`src/rtl/axi4_wr_aux_gen_no_resp_pkg.sv`:
```
// Shared types and constants for the AXI4 write-address generator.
package axi4_wr_aux_gen_no_resp_pkg;

   // Transaction phases: waiting for a descriptor, presenting AW, passing W data
   typedef enum logic [1:0] {
      IDLE = 2'd0,
      ADDR = 2'd1,
      DATA = 2'd2
   } state_t;

   localparam logic [1:0] INCR = 2'b01;

   // awsize encoding for a data bus of dsize bits (bytes per beat = 2**awsize)
   function automatic logic [2:0] awsize_f(input int dsize);
      logic [2:0] r;
      r = 3'd0;
      for (int i = 0; i < 8; i++) begin
         if ((8 << i) == dsize) r = 3'(i);
      end
      return r;
   endfunction

endpackage

```
`src/rtl/axi4_wr_aux_gen_no_resp.sv`:
```
// AXI4 write-address generator: one AW per descriptor, then opens the
// external W valve for exactly one burst (closed again on wlast).
module axi4_wr_aux_gen_no_resp
   import axi4_wr_aux_gen_no_resp_pkg::*;
#(
   parameter int IDSIZE = 4,
   parameter int ASIZE  = 32,
   parameter int LSIZE  = 8,
   parameter int DSIZE  = 32
) (
   input  logic                          axi_aclk,
   input  logic                          axi_aresetn,
   input  logic [IDSIZE+ASIZE+LSIZE-1:0] id_add_len_in_tdata,
   input  logic                          id_add_len_in_tvalid,
   input  logic                          id_add_len_in_tlast,
   output logic                          id_add_len_in_tready,
   output logic [IDSIZE-1:0]             axi_awid,
   output logic [ASIZE-1:0]              axi_awaddr,
   output logic [LSIZE-1:0]              axi_awlen,
   output logic [2:0]                    axi_awsize,
   output logic [1:0]                    axi_awburst,
   output logic                          axi_awlock,
   output logic [3:0]                    axi_awcache,
   output logic [2:0]                    axi_awprot,
   output logic [3:0]                    axi_awqos,
   output logic                          axi_awvalid,
   input  logic                          axi_awready,
   input  logic                          axi_wvalid,
   input  logic                          axi_wready,
   input  logic                          axi_wlast,
   output logic                          stream_en
);

   localparam int DW = IDSIZE + ASIZE + LSIZE;

   state_t state;
   logic   w_done;

   // Every descriptor beat is self-contained, so tlast carries no information
   logic unused_tlast;
   assign unused_tlast = id_add_len_in_tlast;

   // Fixed burst attributes: full-width INCR bursts, normal access
   assign axi_awsize  = awsize_f(DSIZE);
   assign axi_awburst = INCR;
   assign axi_awlock  = 1'b0;
   assign axi_awcache = 4'd0;
   assign axi_awprot  = 3'd0;
   assign axi_awqos   = 4'd0;

   // Ready only while idle; masked during reset so nothing is taken then
   assign id_add_len_in_tready = (state == IDLE) && axi_aresetn;

   // Burst end is taken purely from the wlast handshake, beats are not counted
   assign w_done = axi_wvalid && axi_wready && axi_wlast;

   // Sequencer with registered AW payload, awvalid and stream_en
   always_ff @(posedge axi_aclk) begin
      if (!axi_aresetn) begin
         state       <= IDLE;
         axi_awvalid <= 1'b0;
         stream_en   <= 1'b0;
         axi_awid    <= '0;
         axi_awaddr  <= '0;
         axi_awlen   <= '0;
      end else begin
         case (state)
            IDLE: begin
               if (id_add_len_in_tvalid) begin
                  axi_awid    <= id_add_len_in_tdata[DW-1 -: IDSIZE];
                  axi_awaddr  <= id_add_len_in_tdata[LSIZE +: ASIZE];
                  axi_awlen   <= id_add_len_in_tdata[LSIZE-1:0];
                  axi_awvalid <= 1'b1;
                  state       <= ADDR;
               end
            end
            ADDR: begin
               if (axi_awready) begin
                  axi_awvalid <= 1'b0;
                  stream_en   <= 1'b1;
                  state       <= DATA;
               end
            end
            DATA: begin
               if (w_done) begin
                  stream_en <= 1'b0;
                  state     <= IDLE;
               end
            end
            default: begin
               axi_awvalid <= 1'b0;
               stream_en   <= 1'b0;
               state       <= IDLE;
            end
         endcase
      end
   end

endmodule

```
`config.mk`:
```
export PLATFORM = sky130hd
export DESIGN_NAME = axi4_wr_aux_gen_no_resp
export DESIGN_NICKNAME = d
export VERILOG_FILES = /design/src/rtl/axi4_wr_aux_gen_no_resp_pkg.sv /design/src/rtl/axi4_wr_aux_gen_no_resp.sv
export SDC_FILE = /design/constraint.sdc
export NUM_CORES = 1
export LEC_CHECK = 0
export ABC_AREA = 1
export CORE_MARGIN = 2
export CORE_UTILIZATION = 39
export DETAILED_ROUTE_END_ITERATION = 8
export MAX_ROUTING_LAYER = met4
export PLACE_DENSITY = 0.85
export SETUP_SLACK_MARGIN = 0.5
export SYNTH_ARGS = -nofsm -noshare
export SYNTH_HDL_FRONTEND = slang
export SYNTH_SLANG_ARGS = --single-unit
```
`constraint.sdc`:
```
create_clock -name axi_aclk -period 2.5 [get_ports axi_aclk]
set_input_delay 0.375 -clock axi_aclk [delete_from_list [all_inputs] [get_ports axi_aclk]]
set_output_delay 0.375 -clock axi_aclk [all_outputs]
set_load 0.02 [all_outputs]
```
# Word-level counts from Yosys, hierarchy flattened
# Cells that the tools add are included.
word_totals:
  in_bits: 52
  reg_bits: 48
  output_inout_bits: 64
op_classes:
  n_bitwise: 2
  eq_ne: 5
  reduce_logical: 8
  mux: 10
op_table:
  columns: ["operator", "n"]
  rows:
  - ["3-bit AND reduction", 3]
  - ["2-bit 2-to-1 mux", 3]
  - ["2-bit inequality test (second input constant)", 3]
  - ["1-bit one-hot mux with 3 select lines", 2]
  - ["2-bit one-hot mux with 3 select lines", 1]
  - ["1-bit 2-to-1 mux", 4]
  - ["1-bit logical AND", 3]
  - ["2-bit by 1-bit == test with 1-bit output (second input constant)", 1]
  - ["2-bit == test (second input constant)", 1]
  - ["2-bit zero test", 1]
  - ["1-bit NOT", 2]
  - ["2-bit AND reduction", 1]

# Depth between registers and ports, before layout
# Gate-level depths: netlist of run 1.
depth:
  ltp_word: 4
  depth_mapped: 6
  ltp_nobuf: 5

# Least setup slack after synthesis of run 1
# Ideal clock, no wire load.
synth_path:
  path_kind: "input -> output"
  startpoint: "in axi_aresetn"
  endpoint: "out id_add_len_in_tready"
  cell_stages: 2
  path_slack_ns: 1.392
  n_path_buf: 0
  arrival_ns: 0.733
  cell_sequence: "inv_1 > nor2_1"
synth_between:
  elab_chain_len: 1
synth_rtl:
  columns: ["item", "line_no", "rtl"]
  rows:
  - ["start, declared", "axi4_wr_aux_gen_no_resp.sv:12", "input logic axi_aresetn,"]
  - ["1-bit logical AND", "axi4_wr_aux_gen_no_resp.sv:52", "assign id_add_len_in_tready = (state == IDLE) && axi_aresetn;"]
  - ["end, declared", "axi4_wr_aux_gen_no_resp.sv:16", "output logic id_add_len_in_tready,"]
# No other way between the ends.

# Worst setup path in the final report of run 1
# Same ends and word-level chain as after synthesis.

==> summary.md, run 1 <==
| Metric | Value |
|---|---|
| Run status | finished, final reports clean |
| FMAX | about 0.55 GHz |
| Synth area leader | dfxtp_1 |
| GR Util All Layers | between 15 and 20% |
| Setup bufs post-CTS | 0 |
| Final nets | 377 |
| Clk_skew | between 3 and 4 ps |
| Largest stage delay, worst path | 510 ps |
| Filler instances | 450 |
| Clk buf depth | 2 |
| CP max stage cell | clkdlybuf4s50_1 |
| Mapped Cells | about 230 |
| Crit path kind | primary input to primary output |
| Total number of H-tree levels | 2 |
| First-pass GRT wire length | 6534 um |
| Crit path cell chain | clkdlybuf4s50_1, inv_1, nor2_1, dlygate4sd2_1 |
| Top-area cell type share of the netlist area | between 50% and 60% |
| PostCTS Resize Cnt | 1 |
| Sw power | 522.9 uW |
| Setup_tns | 0 ps |
| VDD IR max | approximately 0.31 mV |
| DR DRC count | 0 |
| Inserted Clock Buffers | 5 |
| Switching Share | between 20% and 30% |
| Setup violators final | 0 |
| N_diodes | 0 |
| Vias per inst | approximately 4.5 |
| Critical Path Sink Type | primary output |
| Die ar. | 5325 um2 |
| DP Wirelength | between 3000 and 4000 um |
| Internal Power | 1.302 mW |
| Sequential share of the synthesized area | about half |
| Largest net degree at the start of global routing | 45 |
| Max Slew Vio Count | 0 |
| I/O pin count | ~120 |
| Number of global-route vias before repair | between 1,000 and 1,500 |
| Final Hold Fails | 0 |
| CP Launch Type | primary input |
| Post-synth cell types | 18 |
| Register area | approximately 960 um2 |
| Gpl congestion | 0.7384 |
| Layout cells sized above 1 | slightly below 5% |
| Post-Route WL | 4352 um |
| Multi-input combinational cell area | approximately 700 um2 |
| Ranking of synthesized cells by area | dfxtp_1, nor2_1, o21ai_0 |
| Unrepaired setup endpoints after global routing | no |
| Post-DP Area | approximately 2800 um2 |
| Die Ht | 72.98 um |
| Comb power frac | between 20% and 30% |
| Synth warn | 0 |
| Clk pwr share | between 20% and 30% |
| Syn_area_per_cell | between 7 and 8 um2 |
| Synth Register Bits | 48 |
| Drt first pass iters | 4 |
| Initial Utilization | 39.81% |
| Site Rows | 25 |
| Final Critical Period | between 1500 and 2000 ps |
| Core area | 4661 um2 |
| CTS Hold Bufs | 0 |
| DR vias | between 1,500 and 2,000 |
| CP max FO | 5 |
| Routed Antenna Nets | 0 |
| Leakage power | approximately 1.2 nW |
| CTS root buf | clkbuf_8 |
| Sequential power share | 47.8% |
| Clock slew at reported path FFs | 80 ps |
| Clk sink count | 48 |
| # port buffers | 97 |
| Grt total ovfl | 0 |
| Pwr dens | around 640 nW/um2 |
| Arrival time worst endpoint | around 1500 ps |
| Drt first-iter violations | 86 |
| Synthesized cell area | around 1900 um2 |
| Worst skew pair latency | 290 ps |
| Routed len/inst | between 10 and 15 um |
| Hold Crit Class | flip-flop to flip-flop |
| WHS | between 400 and 500 ps |
| CTS tree | built |
| Area delta synth->final | 53.47% |
| Post-route cell area | about 2800 um2 |
| Max-cap violations | 0 |
| Final worst-path cycle share | 73.00% |
| DIE WIDTH | ~73 um |
| Initial antenna violation count | 0 |
| Critical path required time | 2120 ps |
-- metal layers --
layer	share of wire, %	global-route usage, %	wire length [um]
met5	0	-	0
met4	2.2	7.819	97
met3	5.5	4.558	239
met2	53	27.17	2289
met1	40	17.82	1725
-- power groups by stage --
stage / combinational [mW] / clock [mW] / sequential, mW
4_1_cts: 0.498 / 0.478 / 0.874
6_report: 0.493 / 0.460 / 0.873
5_1_grt: 0.532 / 0.503 / 0.882
3_5_place_dp: 0.498 / 0 / 0.891
3_3_place_gp: 0.491 / 0 / 0.887
2_1_floorplan: 0.198 / 0 / 0.975
-- cell usage after synthesis --
cell / number
nor2_1: 90
dfxtp_1: 48
o21ai_0: 34
buf_4: 17
o21ai_1: 9
a21oi_1: 4
buf_2: 4
buf_8: 4
clkbuf_1: 4
nand3_1: 4
inv_2: 3
nand2_1: 3
conb_1: 2
o21ai_2: 2
buf_6: 1
inv_1: 1
nand3_2: 1
nand4_1: 1
-- worst max-delay path: cells and delay by family --
kind / cells / cell delay, ps
buf+inv: 3 / 960
simple gates: 1 / 120
-- cell families (layout without fill, tap and decap cells) --
logic type	count (synthesis)	in the layout	share of synthesized area [%]
AND/OR/NAND/NOR	99	99	20.77
AO/OA/AOI/OAI	49	49	13.62
buffers and inverters	34	113	13.42
other	2	17	0.4047
flip-flops	48	48	51.79
-- path summary, 6_finish.rpt --
check	startpoint	endpoint	slack, ps	cells past startpoint
worst min register to register	axi_awaddr[2]	axi_awaddr[2]	480	2
worst min-delay path	axi_awaddr[2]	axi_awaddr[2]	480	2
worst max-delay path	axi_aresetn	id_add_len_in_tready	680	4
worst max register to register	state[0]	axi_awlen[6]	1020	6
-- cell usage in the layout, fill, tap and decap left out, drive strengths merged --
cell           instances
inv                    4
clkbuf                 8
nand3                  5
a21oi                  4
dlygate4sd2            1
conb                  17
nand4                  1
clkdlybuf4s50         96
nor2                  90
buf                    4
o21ai                 45
nand2                  3
dfxtp                 48
-- layout make-up --
class / instances / share of cell area [%]
Multi-Input combinational cell: 165 / 24.65
Clock buffer: 8 / 3.163
Inverter: 4 / 0.5272
Timing Repair Buffer: 101 / 35.54
Sequential cell: 48 / 33.74
Tap cell: 54 / 2.373
-- flip-flops by register name, indices dropped and copies added (netlist names) --
name / cells
axi_awlen: 8
axi_awvalid: 1
axi_awid: 4
stream_en: 1
state: 2
axi_awaddr: 32
-- per-stage QoR --
step | utilization [%] | worst slack [ps] | std cells | power (mW)
after global routing | 61.10 | 628.1 | 380 | 1.918
after detailed placement | 59.19 | 415.6 | 372 | 1.389
after CTS | 61.10 | 674.3 | 380 | 1.850
final | 61.10 | 675.0 | 380 | 1.825
after global placement | 59.19 | 416.0 | 372 | 1.378
after floorplan | - | 1392 | 247 | 1.172
Power figures use the tool's default switching activity.
==> inputs of run 2 (changes only) <==
--- a/config.mk
+++ b/config.mk
@@ -7,10 +7,10 @@
 export LEC_CHECK = 0
 export ABC_AREA = 1
 export CORE_MARGIN = 2
-export CORE_UTILIZATION = 39
+export CORE_UTILIZATION = 36
 export DETAILED_ROUTE_END_ITERATION = 8
 export MAX_ROUTING_LAYER = met4
-export PLACE_DENSITY = 0.85
+export PLACE_DENSITY = 0.79
 export SETUP_SLACK_MARGIN = 0.5
 export SYNTH_ARGS = -nofsm -noshare
 export SYNTH_HDL_FRONTEND = slang
==> constraint.sdc (replaced) <==
create_clock -name axi_aclk -period 1.75 [get_ports axi_aclk]
set_input_delay 0.2625 -clock axi_aclk [delete_from_list [all_inputs] [get_ports axi_aclk]]
set_output_delay 0.2625 -clock axi_aclk [all_outputs]
set_load 0.02 [all_outputs]
==> summary.md, run 2 (synthesis results as in run 1) <==
| Metric | Value |
|---|---|
| Run status | finished, final reports clean (unchanged) |
| CP Buf/Inv Count | 2 (was 3) |
| Clk_skew | 7.008 ps (was 3.487 ps) |
| Final Worst Setup Slack | 473.2 ps (was 675.0 ps) |
| Crit path cell chain | inv_2, nand2_2, nor2_4, buf_6 (was clkdlybuf4s50_1, inv_1, nor2_1, dlygate4sd2_1) |
| Critical path's top delay family | flip-flops (was buffers and inverters) |
| Largest regs | axi_awaddr x32, axi_awlen x8, axi_awid x4 (unchanged) |
| Pwr Total | 2.560 mW (was 1.825 mW) |
| Unrepaired setup endpoints after global routing | yes (was no) |
| DR vias | 1,750 (was 1,716) |
| DIE WIDTH | 75.80 um (was 72.98 um) |
| WHS Endpoint | state[0] (was axi_awaddr[2]) |
| Initial Utilization | 36.80% (was 39.81%) |
| Sequential power share | 48.7% (was 47.8%) |
| First-pass GRT wire length | 6527 um (was 6534 um) |
| DR DRC count | 0 (unchanged) |
| Sw power | 758.0 uW (was 522.9 uW) |
| Core area | 5042 um2 (was 4661 um2) |
| Largest net degree at the start of global routing | 45 (unchanged) |
| Number of global-route vias before repair | 1,502 (was 1,484) |
| Hold path cells | 4 (was 2) |
| GR Util All Layers | 15.36% (was 16.28%) |
| Register area | 965.9 um2 (was 960.9 um2) |
| Worst skew pair latency | 290 ps (about the same) |
| Clk pwr share | 25.9% (was 25.2%) |
| Max Slew Vio Count | 0 (unchanged) |
| CP max FO | 4 (was 5) |
| Multi-input combinational cell area | 711.9 um2 (was 701.9 um2) |
| Max reg flops | 32 (unchanged) |
| RR Endpoint | axi_awaddr[19] (was axi_awlen[6]) |
| Setup violators final | 0 (unchanged) |
| # port buffers | 97 (unchanged) |
| Largest stage delay, worst path | 350 ps (was 510 ps) |
| Internal Power | 1.802 mW (was 1.302 mW) |
| Final nets | 380 (was 377) |
| Die ar. | 5745 um2 (was 5325 um2) |
| CTS tree | built (unchanged) |
| Post-Route WL | 4590 um (was 4352 um) |
| Critical Path Sink Type | primary output (unchanged) |
| Site Rows | 26 (was 25) |
| Commonest non-fill, non-tap cell in the layout | nor2_1 (was clkdlybuf4s50_1) |
| Grt total ovfl | 0 (unchanged) |
| Layout cells sized above 1 | 11.25% (was 4.908%) |
| Critical path required time | 1490 ps (was 2120 ps) |
| Drt first-iter violations | 64 (was 86) |
| Total number of H-tree levels | 2 (unchanged) |
| FF-to-FF Start | state[0] (unchanged) |
| I/O pin count | 116 (unchanged) |
| Vias per inst | 4.386 (was 4.516) |
| HP Start | axi_aresetn (was axi_awaddr[2]) |
| DP Wirelength | 3329 um (was 3147 um) |
| Biggest register | axi_awaddr (unchanged) |
| Area delta synth->final | 52.60% (was 53.47%) |
| Switching Share | 29.61% (was 28.65%) |
| Inserted Clock Buffers | 5 (unchanged) |
| Comb power frac | 25.4% (was 27.0%) |
| Routed Antenna Nets | 0 (unchanged) |
| Pwr dens | 904.0 nW/um2 (was 640.9 nW/um2) |
| Final worst-path cycle share | 72.96% |
| CTS root buf | clkbuf_8 (unchanged) |
| Pre-CTS WS | -73.07 ps (was 415.6 ps) |
| Hold Crit Class | primary input to flip-flop (was flip-flop to flip-flop) |
| CP max stage cell | dfxtp_2 (was clkdlybuf4s50_1) |
| Arrival time worst endpoint | 1010 ps (was 1450 ps) |
| Final Hold Fails | 0 (unchanged) |
| Drt first pass iters | 4 (unchanged) |
| VDD IR max | 0.4540 mV (was 0.3140 mV) |
| Max-cap violations | 0 (unchanged) |
| Crit path kind | flip-flop to primary output (was primary input to primary output) |
| CP Launch Type | flip-flop (was primary input) |
| Gpl congestion | 0.7018 (was 0.7384) |
| Depth of the worst register-to-register path | 6 (unchanged) |
| Initial antenna violation count | 0 (unchanged) |
| Routed len/inst | 11.50 um (was 11.45 um) |
| Filler instances | 492 (was 450) |
| Clock slew at reported path FFs | 80 ps (about the same) |
| CTS Hold Bufs | 0 (unchanged) |
| Leakage power | 1.227 nW (was 1.154 nW) |
| N_diodes | 0 (unchanged) |
| Clk buf depth | 2 (unchanged) |
| Die Ht | 75.80 um (was 72.98 um) |
| Setup_tns | 0 ps (unchanged) |
| Final Critical Period | about 1300 ps |
| FMAX | 0.7832 GHz |
| Register-to-register setup slack | 630 ps (was 1020 ps) |
| Most frequent cells in the layout | nor2_1, clkdlybuf4s50_1, dfxtp_1 (was clkdlybuf4s50_1, nor2_1, dfxtp_1) |
| Clk sink count | 48 (unchanged) |
[run 2: power by group through the flow]
stage | sequential [mW] | clock, mW | combinational [mW]
floorplan | 1.39 | 0 | 0.283
global placement | 1.27 | 0 | 0.702
detailed placement | 1.27 | 0 | 0.714
CTS | 1.24 | 0.685 | 0.649
global route | 1.26 | 0.725 | 0.713
finish | 1.25 | 0.663 | 0.651
[run 2: stage by stage]
stage	cells	hold WS, ps	util (%)	cell area (um2)
after global placement	390	451.9	55.16	2781
after global routing	399	453.3	56.15	2831
after detailed placement	390	457.2	55.16	2781
final	399	427.1	56.15	2831
after floorplan	247	396.5	-	1912
after CTS	398	479.3	55.96	2821
[run 2: routing by layer]
metal  vias up  wire length (um)  part of all wire [%]  track usage (%)
met2        57              2436                    53            27.68
met1       790              1815                    40            16.53
met5         -                 0                     0                -
met4         0                84                   1.8            6.238
li1        895                 -                     -                -
met3         8               255                   5.6            2.646
[run 2: cell type report]
cell class	instances	area share (%)
flip-flops and latches	48	34.11
repair buffers	104	33.85
multi-input cells	165	25.14
clock buffers	8	3.182
well taps	70	3.093
inverters	4	0.6186
[run 2: worst reg2reg max path, cell delays in order, from the launching register on]
cell and delay [ps]:
dfxtp_2 350, inv_2 80, nand3_2 100, inv_2 60
buf_4 270, nor2_1 80, nor2_1 120
[run 2: worst max path at each step]
| stage | startpoint | endpoint | slack (ps) | depth (start not counted) |
|---|---|---|---|---|
| floorplan | state[0] | axi_awaddr[1] | 730 | 6 |
| global placement | axi_aresetn | id_add_len_in_tready | -90 | 4 |
| detailed placement | axi_aresetn | id_add_len_in_tready | -70 | 4 |
| CTS | axi_aresetn | id_add_len_in_tready | 250 | 4 |
| global route | state[1] | id_add_len_in_tready | 440 | 4 |
| finish | state[0] | id_add_len_in_tready | 470 | 4 |
[run 2: repair_timing]
action	in CTS	in global routing
endpoints found under the setup margin	47	62
pin swaps	0	2
gates resized for setup	54	62
setup buffers	0	1
==> inputs of run 3 (changes only) <==
==> constraint.sdc (replaced) <==
create_clock -name axi_aclk -period 1.3 [get_ports axi_aclk]
set_input_delay 0.195 -clock axi_aclk [delete_from_list [all_inputs] [get_ports axi_aclk]]
set_output_delay 0.195 -clock axi_aclk [all_outputs]
set_load 0.02 [all_outputs]
==> summary.md, run 3 (synthesis results as in run 1) <==
| Metric | Value |
|---|---|
| Die Ht | 75.80 um (unchanged) |
| Final Hold Fails | 0 (unchanged) |
| Leakage power | 1.402 nW (was 1.227 nW) |
| Initial Utilization | 36.80% (unchanged) |
| Final nets | 391 (was 380) |
| Drt first pass iters | 4 (unchanged) |
| Setup violators final | 0 (unchanged) |
| CP max FO | 2 (was 4) |
| Clock slew at reported path FFs | 80 ps (about the same) |
| WHS | 303.1 ps (was 427.1 ps) |
| Run status | finished, final reports clean (unchanged) |
| Die ar. | 5745 um2 (unchanged) |
| Pwr dens | 1162 nW/um2 (was 904.0 nW/um2) |
| Drt first-iter violations | 59 (was 64) |
| Pre-CTS WS | -520.3 ps (was -73.07 ps) |
| Crit path cell chain | inv_2, nand2_2, nor2_4, buf_6 (unchanged) |
| GR Util All Layers | 15.96% (was 15.36%) |
| Max-cap violations | 0 (unchanged) |
| CTS root buf | clkbuf_8 (unchanged) |
| Max reg flops | 32 (unchanged) |
| Critical path's top delay family | flip-flops (unchanged) |
| Clk sink count | 48 (unchanged) |
| DIE WIDTH | 75.80 um (unchanged) |
| FMAX | about 0.89 GHz |
| N_diodes | 0 (unchanged) |
| Vias per inst | 4.411 (was 4.386) |
| Total number of H-tree levels | 2 (unchanged) |
| Area delta synth->final | 75.12% (was 52.60%) |
| DR DRC count | 0 (unchanged) |
| Most frequent cells in the layout | nor2_1, buf_6, dfxtp_2, clkdlybuf4s50_1, o21ai_1 (was nor2_1, clkdlybuf4s50_1, dfxtp_1) |
| Arrival time worst endpoint | 930 ps (was 1010 ps) |
| DP Wirelength | 3299 um (was 3329 um) |
| Final Critical Period | approximately 1100 ps |
| Site Rows | 26 (unchanged) |
| Critical Path Sink Type | primary output (unchanged) |
| Gpl congestion | 0.7284 (was 0.7018) |
| Hold Crit Class | primary input to flip-flop (unchanged) |
| Critical path required time | 1110 ps (was 1490 ps) |
| Grt total ovfl | 0 (unchanged) |
| Biggest register | axi_awaddr (unchanged) |
| Post-Route WL | 4722 um (was 4590 um) |
| Clk_skew | 5.065 ps (was 7.008 ps) |
| Number of global-route vias before repair | 1,503 (was 1,502) |
| I/O pin count | 116 (unchanged) |
| Routed len/inst | 11.55 um (was 11.50 um) |
| Initial antenna violation count | 0 (unchanged) |
| Largest stage delay, worst path | 330 ps (was 350 ps) |
| Routed Antenna Nets | 0 (unchanged) |
| DR vias | 1,804 (was 1,750) |
| Largest net degree at the start of global routing | 21 (was 45) |
| Final Worst Setup Slack | 170.1 ps (was 473.2 ps) |
| Clk buf depth | 2 (unchanged) |
| CTS tree | built (unchanged) |
| # port buffers | 97 (unchanged) |
| First-pass GRT wire length | 6851 um (was 6527 um) |
| Core area | 5042 um2 (unchanged) |
| Crit path kind | flip-flop to primary output (unchanged) |
| CP Buf/Inv Count | 2 (unchanged) |
| Largest regs | axi_awaddr x32, axi_awlen x8, axi_awid x4 (unchanged) |
| Commonest non-fill, non-tap cell in the layout | nor2_1 (unchanged) |
| Worst skew pair latency | 280 ps (was 290 ps) |
| VDD IR max | 0.5830 mV (was 0.4540 mV) |
| Setup_tns | 0 ps (unchanged) |
| CP Launch Type | flip-flop (unchanged) |
| Unrepaired setup endpoints after global routing | yes (unchanged) |
| Filler instances | 431 (was 492) |
| Layout cells sized above 1 | 41.30% (was 11.25%) |
| Max Slew Vio Count | 0 (unchanged) |
| CP max stage cell | dfxtp_2 (unchanged) |
| Final worst-path cycle share | 86.91% |
| Inserted Clock Buffers | 5 (unchanged) |
-- run 3: stage by stage --
| step | area, um2 | power [mW] | utilization [%] | std cells |
|---|---|---|---|---|
| 2_1_floorplan | 1932 | 2.278 | - | 247 |
| 3_3_place_gp | 2878 | 2.714 | 57.07 | 396 |
| 3_5_place_dp | 2878 | 2.730 | 57.07 | 396 |
| 4_1_cts | 3153 | 3.784 | 62.53 | 406 |
| 5_1_grt | 3249 | 3.994 | 64.44 | 409 |
| 6_report | 3249 | 3.776 | 64.44 | 409 |
-- run 3: path summary, 6_finish.rpt --
| check | start | end | slack [ps] | depth (start not counted) |
|---|---|---|---|---|
| setup reg to reg | state[0] | axi_awlen[4] | 170 | 6 |
| setup / recovery | state[0] | id_add_len_in_tready | 170 | 4 |
| hold reg to reg | axi_awaddr[10] | axi_awaddr[10] | 480 | 2 |
| hold / removal | axi_awready | state[0] | 300 | 4 |
-- run 3: metal layers --
metal,vias up,GRT usage [%],part of all wire (%)
met2,66,27.39,53
met1,817,18.65,40
met5,-,-,0
li1,917,-,-
met3,4,3.571,6.6
met4,0,4.483,0.70
-- run 3: cell type report --
| cell class | count | area (um2) | area share [%] |
|---|---|---|---|
| Clock buffer | 7 | 96.34 | 2.965 |
| Timing Repair Buffer | 115 | 1256 | 38.66 |
| Inverter | 4 | 20.02 | 0.6161 |
| Tap cell | 70 | 87.58 | 2.695 |
| Multi-Input combinational cell | 165 | 768.2 | 23.64 |
| Sequential cell | 48 | 1021 | 31.42 |
-- run 3: report_power, final --
part | internal, mW | total (mW) | leakage [nW] | switching [mW]
registers | 1.64 | 1.73 | 0.413 | 0.0917
logic | 0.588 | 1.13 | 0.939 | 0.544
clock network | 0.474 | 0.915 | 0.0503 | 0.441
total | 2.70 | 3.78 | 1.40 | 1.08
-- run 3: worst min-delay path, delay by kind of cell --
kind / cells / cell delay [ps]
buf+inv: 1 / 190
simple gates: 2 / 110
compound gates: 1 / 50
-- run 3: repair_timing --
action	in CTS	in global routing
resized for setup	342	18
setup endpoints to repair	95	95
gates cloned	0	1
hold endpoints to repair	0	0
hold buffers	0	0
pin swaps	1	4
buffers inserted	3	2
